[config.mk]
export PLATFORM = sky130hd
export DESIGN_NAME = sobel_ctrl
export DESIGN_NICKNAME = d
export VERILOG_FILES = /design/src/rtl/sobel_ctrl_pkg.sv /design/src/rtl/key_hold_repeat.sv /design/src/rtl/sobel_ctrl.sv
export SDC_FILE = /design/constraint.sdc
export NUM_CORES = 1
export LEC_CHECK = 0
export CORE_UTILIZATION = 61
export CTS_CLUSTER_SIZE = 40
export DETAILED_ROUTE_END_ITERATION = 8
export GPL_ROUTABILITY_DRIVEN = 1
export GPL_TIMING_DRIVEN = 0
export PLACE_DENSITY = 0.85
export SYNTH_ARGS = -nofsm -noshare
export SYNTH_HDL_FRONTEND = slang
export SYNTH_SLANG_ARGS = --single-unit
[constraint.sdc]
create_clock -name vga_clk -period 4.05 [get_ports vga_clk]
set_input_delay 0.81 -clock vga_clk [delete_from_list [all_inputs] [get_ports vga_clk]]
set_output_delay 0.81 -clock vga_clk [all_outputs]
set_load 0.02 [all_outputs]
[src/rtl/sobel_ctrl_pkg.sv]
// Shared types and widths for the Sobel parameter controller.
// Imported by sobel_ctrl and key_hold_repeat.
package sobel_ctrl_pkg;

    localparam int THR_W = 11;

    typedef enum logic [1:0] {
        BYPASS    = 2'd0,
        GRAY      = 2'd1,
        SOBEL     = 2'd2,
        SOBEL_INV = 2'd3
    } mode_e;

    typedef enum logic [1:0] {
        SYNC = 2'd0,
        RUN  = 2'd1,
        PEND = 2'd2
    } state_e;

endpackage

[src/rtl/key_hold_repeat.sv]
// Press-and-hold auto-repeat for one key.
// Steps on the press edge, then repeats on frame boundaries.
module key_hold_repeat
    import sobel_ctrl_pkg::*;
#(
    parameter int REPEAT_DLY = 30,
    parameter int REPEAT_PER = 4
) (
    input  logic vga_clk,
    input  logic rst_n,
    input  logic i_key,
    input  logic i_key_d,
    input  logic i_fb,
    input  logic i_block,
    output logic o_step
);

    localparam int CW = $clog2(REPEAT_DLY + REPEAT_PER + 1);
    localparam logic [CW-1:0] C_DLY = CW'(REPEAT_DLY);
    localparam logic [CW-1:0] C_TOP = CW'(REPEAT_DLY + REPEAT_PER);

    logic [CW-1:0] r_cnt;
    logic [CW-1:0] w_cnt_nx;
    logic [CW-1:0] w_inc;

    assign w_inc = r_cnt + 1'b1;

    // Counter folds back to DLY every PER frames, so it never wraps.
    always_comb begin
        w_cnt_nx = r_cnt;
        o_step   = 1'b0;
        if (i_block || !i_key) begin
            w_cnt_nx = '0;
        end else if (!i_key_d) begin
            w_cnt_nx = '0;
            o_step   = 1'b1;
        end else if (i_fb) begin
            if (w_inc == C_TOP) begin
                w_cnt_nx = C_DLY;
                o_step   = 1'b1;
            end else begin
                w_cnt_nx = w_inc;
                o_step   = (w_inc == C_DLY);
            end
        end
    end

    always_ff @(posedge vga_clk or negedge rst_n) begin
        if (!rst_n) begin
            r_cnt <= '0;
        end else begin
            r_cnt <= w_cnt_nx;
        end
    end

endmodule

[src/rtl/sobel_ctrl.sv]
// Frame-synchronous threshold/mode controller for the Sobel pipeline.
// Key edits stay pending and commit on the vsync rising edge.
module sobel_ctrl
    import sobel_ctrl_pkg::*;
#(
    parameter int THR_INIT   = 100,
    parameter int THR_STEP   = 8,
    parameter int THR_MAX    = 2047,
    parameter int REPEAT_DLY = 30,
    parameter int REPEAT_PER = 4
) (
    input  logic             vga_clk,
    input  logic             rst_n,
    input  logic             iVGA_vs,
    input  logic             iKey_up,
    input  logic             iKey_dn,
    input  logic             iKey_mode,
    output logic [THR_W-1:0] oKey_value,
    output logic [1:0]       oMode,
    output logic             oCfg_valid,
    output logic             oCommit,
    output logic [15:0]      oFrame_cnt
);

    logic r_vs_d1, r_vs_d2;
    logic r_up_d1, r_up_d2;
    logic r_dn_d1, r_dn_d2;
    logic r_md_d1, r_md_d2;

    logic             w_fb;
    logic             w_block;
    logic             w_step_up;
    logic             w_step_dn;
    logic             w_md_edge;
    logic             w_chg;
    logic             w_commit;
    logic [THR_W:0]   w_sum;
    logic [THR_W:0]   w_diff;
    logic [THR_W-1:0] w_thr_nx;
    mode_e            w_mode_nx;
    state_e           w_state_nx;

    state_e           r_state;
    logic [THR_W-1:0] r_pend_thr;
    mode_e            r_pend_mode;
    logic [THR_W-1:0] r_com_thr;
    mode_e            r_com_mode;
    logic             r_valid;
    logic             r_commit;
    logic [15:0]      r_fcnt;

    assign w_fb      = r_vs_d1 & ~r_vs_d2;
    assign w_md_edge = r_md_d1 & ~r_md_d2;
    assign w_block   = r_up_d1 & r_dn_d1;

    key_hold_repeat #(
        .REPEAT_DLY (REPEAT_DLY),
        .REPEAT_PER (REPEAT_PER)
    ) u_up (
        .vga_clk (vga_clk),
        .rst_n   (rst_n),
        .i_key   (r_up_d1),
        .i_key_d (r_up_d2),
        .i_fb    (w_fb),
        .i_block (w_block),
        .o_step  (w_step_up)
    );

    key_hold_repeat #(
        .REPEAT_DLY (REPEAT_DLY),
        .REPEAT_PER (REPEAT_PER)
    ) u_dn (
        .vga_clk (vga_clk),
        .rst_n   (rst_n),
        .i_key   (r_dn_d1),
        .i_key_d (r_dn_d2),
        .i_fb    (w_fb),
        .i_block (w_block),
        .o_step  (w_step_dn)
    );

    // One spare bit catches overflow above MAX and borrow below 0.
    assign w_sum  = {1'b0, r_pend_thr} + (THR_W+1)'(THR_STEP);
    assign w_diff = {1'b0, r_pend_thr} - (THR_W+1)'(THR_STEP);

    always_comb begin
        w_thr_nx = r_pend_thr;
        if (w_step_up) begin
            if (w_sum > (THR_W+1)'(THR_MAX)) begin
                w_thr_nx = THR_W'(THR_MAX);
            end else begin
                w_thr_nx = w_sum[THR_W-1:0];
            end
        end else if (w_step_dn) begin
            if (w_diff[THR_W]) begin
                w_thr_nx = '0;
            end else begin
                w_thr_nx = w_diff[THR_W-1:0];
            end
        end
    end

    assign w_mode_nx = w_md_edge ? mode_e'(r_pend_mode + 2'd1)
                                 : r_pend_mode;
    assign w_chg = (w_thr_nx != r_pend_thr) ||
                   (w_mode_nx != r_pend_mode);

    always_comb begin
        w_state_nx = r_state;
        w_commit   = 1'b0;
        unique case (r_state)
            SYNC: begin
                if (w_fb) begin
                    w_commit   = 1'b1;
                    w_state_nx = w_chg ? PEND : RUN;
                end
            end
            RUN: begin
                if (w_chg) begin
                    w_state_nx = PEND;
                end
            end
            PEND: begin
                if (w_fb) begin
                    w_commit   = 1'b1;
                    w_state_nx = w_chg ? PEND : RUN;
                end
            end
            default: w_state_nx = SYNC;
        endcase
    end

    always_ff @(posedge vga_clk or negedge rst_n) begin
        if (!rst_n) begin
            r_vs_d1     <= 1'b0;
            r_vs_d2     <= 1'b0;
            r_up_d1     <= 1'b0;
            r_up_d2     <= 1'b0;
            r_dn_d1     <= 1'b0;
            r_dn_d2     <= 1'b0;
            r_md_d1     <= 1'b0;
            r_md_d2     <= 1'b0;
            r_state     <= SYNC;
            r_pend_thr  <= THR_W'(THR_INIT);
            r_pend_mode <= SOBEL;
            r_com_thr   <= THR_W'(THR_INIT);
            r_com_mode  <= SOBEL;
            r_valid     <= 1'b0;
            r_commit    <= 1'b0;
            r_fcnt      <= '0;
        end else begin
            r_vs_d1     <= iVGA_vs;
            r_vs_d2     <= r_vs_d1;
            r_up_d1     <= iKey_up;
            r_up_d2     <= r_up_d1;
            r_dn_d1     <= iKey_dn;
            r_dn_d2     <= r_dn_d1;
            r_md_d1     <= iKey_mode;
            r_md_d2     <= r_md_d1;
            r_state     <= w_state_nx;
            r_pend_thr  <= w_thr_nx;
            r_pend_mode <= w_mode_nx;
            r_commit    <= w_commit;
            // Commit takes pending as it stood before this cycle's key event.
            if (w_commit) begin
                r_com_thr  <= r_pend_thr;
                r_com_mode <= r_pend_mode;
                r_valid    <= 1'b1;
            end
            if (w_fb) begin
                r_fcnt <= r_fcnt + 16'd1;
            end
        end
    end

    assign oKey_value = r_com_thr;
    assign oMode      = r_com_mode;
    assign oCfg_valid = r_valid;
    assign oCommit    = r_commit;
    assign oFrame_cnt = r_fcnt;

endmodule

==> results.yml, run 1 <==
sta:
  finalHoldViolCount: 0
  fin_skew_ns: 0.00734
  period_minus_slack_ns: 2.67
  headroom_to_the_max_slew_limit_pct: 47.2
  finalSetupViolations: 0
  maxSlewViolCount: 0
  timing.fmax_ghz: 0.374
  setup_tns_ns: 0
  timing_worst_slew_pin_value_ns: 0.792
  period_utilization_post_route_pct: 66.0
  worst_hold_slack_ns: 0.399
  grt_setup_unrepaired: "false"
  setup_ws_ns: 1.38
setup_path:
  arrival_ns: 2.93
  worstSetupStartpointType: "register"
  worstReg2RegStart: "u_dn.r_cnt[0]"
  timing.critical_path.cells: "ha_1, xnor2_1, or3b_4, o32ai_4, nor2_1, nor3_1, o32ai_1, o211a_1, a211oi_2"
  critPathLaunch: "u_dn.r_cnt[0]"
  end_kind: "register"
  criticalPathCategory: "reg -> reg"
  critPathBufInv: 0
  timing.critical_path.slowest_stage_cell: "dfrtp_1"
  critical_path_peak_fanout: 7
  worst_ep_required_time_ns: 4.31
  path_delay_family: "simple AND/OR/NAND/NOR gates"
  crit_path_max_incr_delay_ns: 0.44
routing:
  routed_wirelength_um: 7220
  route.antenna.remaining_nets: 0
  first_iter_violations: 223
  detail_route.wl_per_cell_um: 15.8
  drt-vias-per-instance: 6.04
  via_count_of_the_routed_design: 2761
  drc: 0
  detailedRoute.firstPassIterationCount: 6
synth:
  synth.lib_cells_used.distinct: 60
  synth_xor_area_share_pct: 5.87
  synthesis.nets: 348
  synth_fa_ha_area_share_pct: 2.55
  synthesis.yosys.warnings: 0
  syn-mean-instance-area_um2: 10.2
  synthDominantAreaCellType: "dfrtp_1"
  synth_top_flop_cell: "dfrtp_1"
  share_of_synthesized_cell_area_in_and_or_nand_and_nor_gates_pct: 20.2
  postSynthRegisterBits: 66
  synth-edff-count: 0
  synthArstFlopShare_pct: 100
  dominant_combinational_cell_family_by_area_after_synthesis: "simple AND/OR/NAND/NOR gates"
  post_synth_mux_area_share_pct: 4.85
  ys_seq_area_share_pct: 48.4
  ys_top_cells_by_area: "dfrtp_1 42%, dfstp_2 6.1%, mux2_2 4.3%, nor2_1 4.2%, xnor2_1 4.1%"
  netlist_instances: 335
  synth.top_cell.area_share_pct: 42.3
  synthesis.area_um2: 3430
  synth_compound_area_share_pct: 13.7
global_route:
  grt_pass1_wl_um: 12300
  grt_antenna_before_repair: 0
  first_global_vias: 2576
  globalRouteOverflowTotal: 0
  track_usage_pct: 27.0
  grt_start_max_net_pins: 67
layout:
  layout_common_cells: "58 x dfrtp_1, 38 x nor2_1, 35 x clkdlybuf4s50_1"
  final_nets: 395
  ant_diodes: 0
  area_growth_from_synthesis_to_final_layout_pct: 19.9
  post_route_cells_drive_above_1_share_pct: 16.8
  final_design_area_no_fill_um2: 4110
  layoutNonFillerInstCount: 457
  num-fill-cells: 361
  final_core_util_pct: 78.0
  multi_input_area_um2: 1620
  final-seq-area_um2: 1660
  mostFrequentLayoutCell: "dfrtp_1"
clocking:
  cts_buffer_depth: 2
  cts_htree_levels: 3
  path_clk_slew_ns: 0.07
  clk-insertion-delay-late_ns: 0.34
  clock-root-buffer: "clkbuf_8"
  cts_setup_buffers: 0
  numCtsBuffers: 9
  postCtsResizedCells: 0
  cts_tree: "yes"
  clock-sinks: 66
  cts-hold-fix-buffers: 0
power:
  p_per_area_nw_per_um2: 543
  p_leak_nw: 1.77
  ir_worst_vdd_v: 0.000366
  power_mw: 2.23
hold_path:
  holdCritPathClass: "reg -> reg"
  min_from: "r_vs_d1"
floorplanning:
  fp-row-count: 26
  design.core.area_um2: 5270
  chipWidth_um: 77.0
  floorplan.die.height_um: 77.0
  dieArea_um2: 5930
  design.portCount: 37
  initial_utilization_pct: 65.1
placement:
  port-buffer-count: 36
  detailed_place_hpwl_um: 4850
  place.detailed.instances: 441
  dp_slack_ns: 1.49
  placement.cell_area_um2: 3870
  finalWeightedCongestion: 0.861
flow_run:
  drv.max_cap_violation_count: 0
outcome:
  run_status: "complete, no violations"
path summary, 6_finish.rpt:
path                                 end  slack (ns)  depth (start not counted)
max                           r_state[1]        1.38                          9
min                              r_vs_d2        0.40                          0
max reg2reg                   r_state[1]        1.38                          9
min reg2reg                      r_vs_d2        0.40                          0
max in group asynchronous  oFrame_cnt[7]        2.98                          1
min in group asynchronous  oKey_value[9]        0.55                          1
sequential cells by signal (all words and copies together) (netlist names), 2 cells and up:
register and flops:
r_pend_mode 2, oKey_value 11, r_state 2, r_pend_thr 11, oMode 2, u_up.r_cnt 6
u_dn.r_cnt 6, oFrame_cnt 16
report_power, final:
group          switching (mW)  internal [mW]
sequential              0.115          0.813
clock                   0.266          0.383
combinational           0.346          0.308
total                   0.726           1.51
final cells by class:
type	count	area share, %
Sequential cell	66	40.4
Buffer	15	2.65
Multi-Input combinational cell	243	39.3
Inverter	11	1.00
Tap cell	70	2.13
Clock buffer	11	3.68
Clock inverter	5	2.07
Timing Repair Buffer	36	8.70
synth_stat cells (all sizes together) (3+ instances only):
| cell | number |
|---|---|
| dfrtp | 58 |
| nor2 | 38 |
| nand2 | 33 |
| xnor2 | 16 |
| a21oi | 13 |
| mux2 | 13 |
| buf | 12 |
| nand3 | 12 |
| inv | 11 |
| o21ai | 11 |
| and3 | 8 |
| dfstp | 8 |
| a211oi | 7 |
| ha | 7 |
| xor2 | 7 |
| nand4 | 6 |
| nor3 | 6 |
| o211ai | 6 |
| a311oi | 5 |
| o22ai | 5 |
| nand2b | 4 |
| nand3b | 4 |
| nor2b | 4 |
| nor4 | 4 |
| a22oi | 3 |
| clkbuf | 3 |
routing by layer:
metal	share of wire (%)	track usage, %	vias up
li1	-	-	1288
met1	43	35.9	1317
met2	48	41.7	134
met3	6.1	4.29	22
met4	3.0	16.4	0
met5	0	0	-
kinds of logic after synthesis:
family | after synthesis
muxes | 15
AOI/OAI and AO/OA | 64
adders and majority gates | 7
DFF | 66
xor gates and xnor gates | 23
buffers and inverters | 26
and+or+nand+nor | 134
(Power assumes the default switching activity.)
==> run 2, diff against run 1 <==
--- a/config.mk
+++ b/config.mk
@@ -5,12 +5,12 @@
 export SDC_FILE = /design/constraint.sdc
 export NUM_CORES = 1
 export LEC_CHECK = 0
-export CORE_UTILIZATION = 61
+export CORE_UTILIZATION = 56
 export CTS_CLUSTER_SIZE = 40
 export DETAILED_ROUTE_END_ITERATION = 8
 export GPL_ROUTABILITY_DRIVEN = 1
 export GPL_TIMING_DRIVEN = 0
-export PLACE_DENSITY = 0.85
+export PLACE_DENSITY = 0.79
 export SYNTH_ARGS = -nofsm -noshare
 export SYNTH_HDL_FRONTEND = slang
 export SYNTH_SLANG_ARGS = --single-unit
==> constraint.sdc (replaced) <==
create_clock -name vga_clk -period 2.6 [get_ports vga_clk]
set_input_delay 0.52 -clock vga_clk [delete_from_list [all_inputs] [get_ports vga_clk]]
set_output_delay 0.52 -clock vga_clk [all_outputs]
set_load 0.02 [all_outputs]
==> run 2 against run 1 <==
Via count decreased by 1.7%. Clock skew decreased by 0.00084 ns. Non-clock buffer count up 7. Utilization is 7.3 points lower. Die area is 8.7% higher. Worst setup slack lost 1.3 ns. Cell count rose by 2.6%. Flip-flop and latch count stayed put. Count of clock-buffer cells in the layout shrank 2. Critical path type unchanged. Critical endpoint unchanged. Largest power group unchanged.
==> results.yml, run 2 (synthesis gave the netlist of run 1 again) <==
outcome:
  run_status: "complete, no violations"
setup_path:
  end_kind: "register"
  timing.critical_path.cells: "buf_4, and3_2, xnor2_1, o32ai_4, buf_4, nor2_2, o22ai_1, nor4_2, o211a_1, a211oi_2"
  setup_slack_reg_to_reg_ns: 0.09
  crit_path_max_incr_delay_ns: 0.46
  r2r-end: "r_state[1]"
  worstRegToRegCells: 10
  worstSetupStartpointType: "register"
  crit_path_frequent_cell: "buf_4"
  worst_ep_required_time_ns: 2.84
  critical_path_peak_fanout: 7
  timing.critical_path.slowest_stage_cell: "dfrtp_2"
  worstReg2RegStart: "u_dn.r_cnt[0]"
  criticalPathCategory: "reg -> reg"
  arrival_ns: 2.75
floorplanning:
  chipWidth_um: 80.3
  fp-row-count: 28
  floorplan.die.height_um: 80.3
  design.core.area_um2: 5920
  dieArea_um2: 6440
  initial_utilization_pct: 57.9
  design.portCount: 37
sta:
  setup_tns_ns: 0
  timing_worst_slew_pin_value_ns: 0.809
  period_minus_slack_ns: 2.51
  maxSlewViolCount: 0
  fin_skew_ns: 0.00650
  finalSetupViolations: 0
  headroom_to_the_max_slew_limit_pct: 46.1
  finalHoldViolCount: 0
  period_utilization_post_route_pct: 96.5
  timing.fmax_ghz: 0.399
clocking:
  clock-root-buffer: "clkbuf_8"
  numCtsBuffers: 9
  path_clk_slew_ns: 0.08
  clk-insertion-delay-late_ns: 0.35
  cts_htree_levels: 3
  cts_buffer_depth: 2
  cts_tree: "yes"
  clock-sinks: 66
global_route:
  globalRouteOverflowTotal: 0
  grt_start_max_net_pins: 67
  grt_antenna_before_repair: 0
  first_global_vias: 2707
  grt_pass1_wl_um: 12100
  track_usage_pct: 24.9
layout:
  layout_common_cells: "55 x dfrtp_1, 37 x nor2_1, 35 x clkdlybuf4s50_1"
  post_route_cells_drive_above_1_share_pct: 20.6
  flip_flop_count_of_the_largest_register_after_layout: 16
  ant_diodes: 0
  area_growth_from_synthesis_to_final_layout_pct: 22.0
  mostFrequentLayoutCell: "dfrtp_1"
  final_design_area_no_fill_um2: 4180
  final_nets: 402
flow_run:
  drv.max_cap_violation_count: 0
power:
  sw_frac_of_total_pct: 34.7
  p_leak_nw: 1.78
  power.sequential.fraction_pct: 43.0
  switching_power_mw: 1.17
  clock_power_share_pct: 26.3
  internal-power_mw: 2.20
  power_mw: 3.38
  p_per_area_nw_per_um2: 807
  ir_worst_vdd_v: 0.000595
  combinationalPowerShare_pct: 30.7
hold_path:
  holdCritPathClass: "in -> async"
routing:
  routed_wirelength_um: 7260
  detail_route.wl_per_cell_um: 15.5
  first_iter_violations: 137
  detailedRoute.firstPassIterationCount: 4
  drt-vias-per-instance: 5.78
  drc: 0
  route.antenna.remaining_nets: 0
  via_count_of_the_routed_design: 2713
placement:
  detailed_place_hpwl_um: 4880
  placement.cell_area_um2: 3880
  finalWeightedCongestion: 0.900
  port-buffer-count: 36
-- run 2: through the flow --
| stage | setup slack [ns] | std cells | util, % | hold WS (ns) |
|---|---|---|---|---|
| after floorplan | 0.221 | 335 | - | 0.224 |
| after global placement | -1.13 | 446 | 65.6 | 0.371 |
| after detailed placement | 0.0186 | 446 | 65.6 | 0.387 |
| after CTS | 0.0241 | 462 | 69.1 | 0.279 |
| after global routing | -0.0196 | 469 | 70.7 | 0.324 |
| final | 0.0921 | 469 | 70.7 | 0.246 |
-- run 2: layer usage --
layer,vias up,track usage [%],part of all wire [%]
li1,1306,-,-
met1,1299,29.7,44
met4,0,13.9,2.4
met2,89,41.5,50
met3,19,5.34,4.3
met5,-,0,0
-- run 2: power groups by stage --
stage          sequential (mW)  clock [mW]  combinational [mW]
6_report                  1.45       0.888                1.03
5_1_grt                   1.49       0.940                1.13
4_1_cts                   1.45       0.905                1.02
3_5_place_dp              1.47           0                1.01
3_3_place_gp              1.45           0               0.976
2_1_floorplan             1.57           0               0.513
-- run 2: worst max-delay path by stage --
| stage | cells past startpoint | startpoint | slack, ns | endpoint |
|---|---|---|---|---|
| 2_1_floorplan | 10 | u_dn.r_cnt[0] | 0.22 | r_state[1] |
| 3_3_place_gp | 1 | rst_n | -1.13 | oFrame_cnt[5] |
| 3_5_place_dp | 10 | u_dn.r_cnt[0] | 0.02 | r_pend_thr[10] |
| 4_1_cts | 7 | u_up.r_cnt[0] | 0.02 | r_pend_thr[10] |
| 5_1_grt | 10 | u_dn.r_cnt[1] | -0.02 | r_state[1] |
| 6_report | 10 | u_dn.r_cnt[0] | 0.09 | r_state[1] |
-- run 2: layout make-up --
cell class | instances | area, um2
Fill cell | 423 | 1740
Timing Repair Buffer | 43 | 410
Tap cell | 75 | 93.8
Clock inverter | 7 | 77.6
Clock buffer | 9 | 124
Sequential cell | 66 | 1670
Buffer | 15 | 109
Inverter | 11 | 41.3
Multi-Input combinational cell | 243 | 1660
-- run 2: worst max-delay path: cells and delay by family, from the launching register on --
kind	cells	cell delay (ns)
buffers and inverters	2	0.29
DFF	1	0.46
AOI/OAI and AO/OA	4	0.53
and+or+nand+nor	3	0.87
xor gates and xnor gates	1	0.24
-- run 2: repair_timing --
item                       4_1_cts  5_1_grt
setup buffers                    0        7
pin swaps                        0        5
setup endpoints to repair        2        5
resized for setup                3        9
hold buffers                     0        0
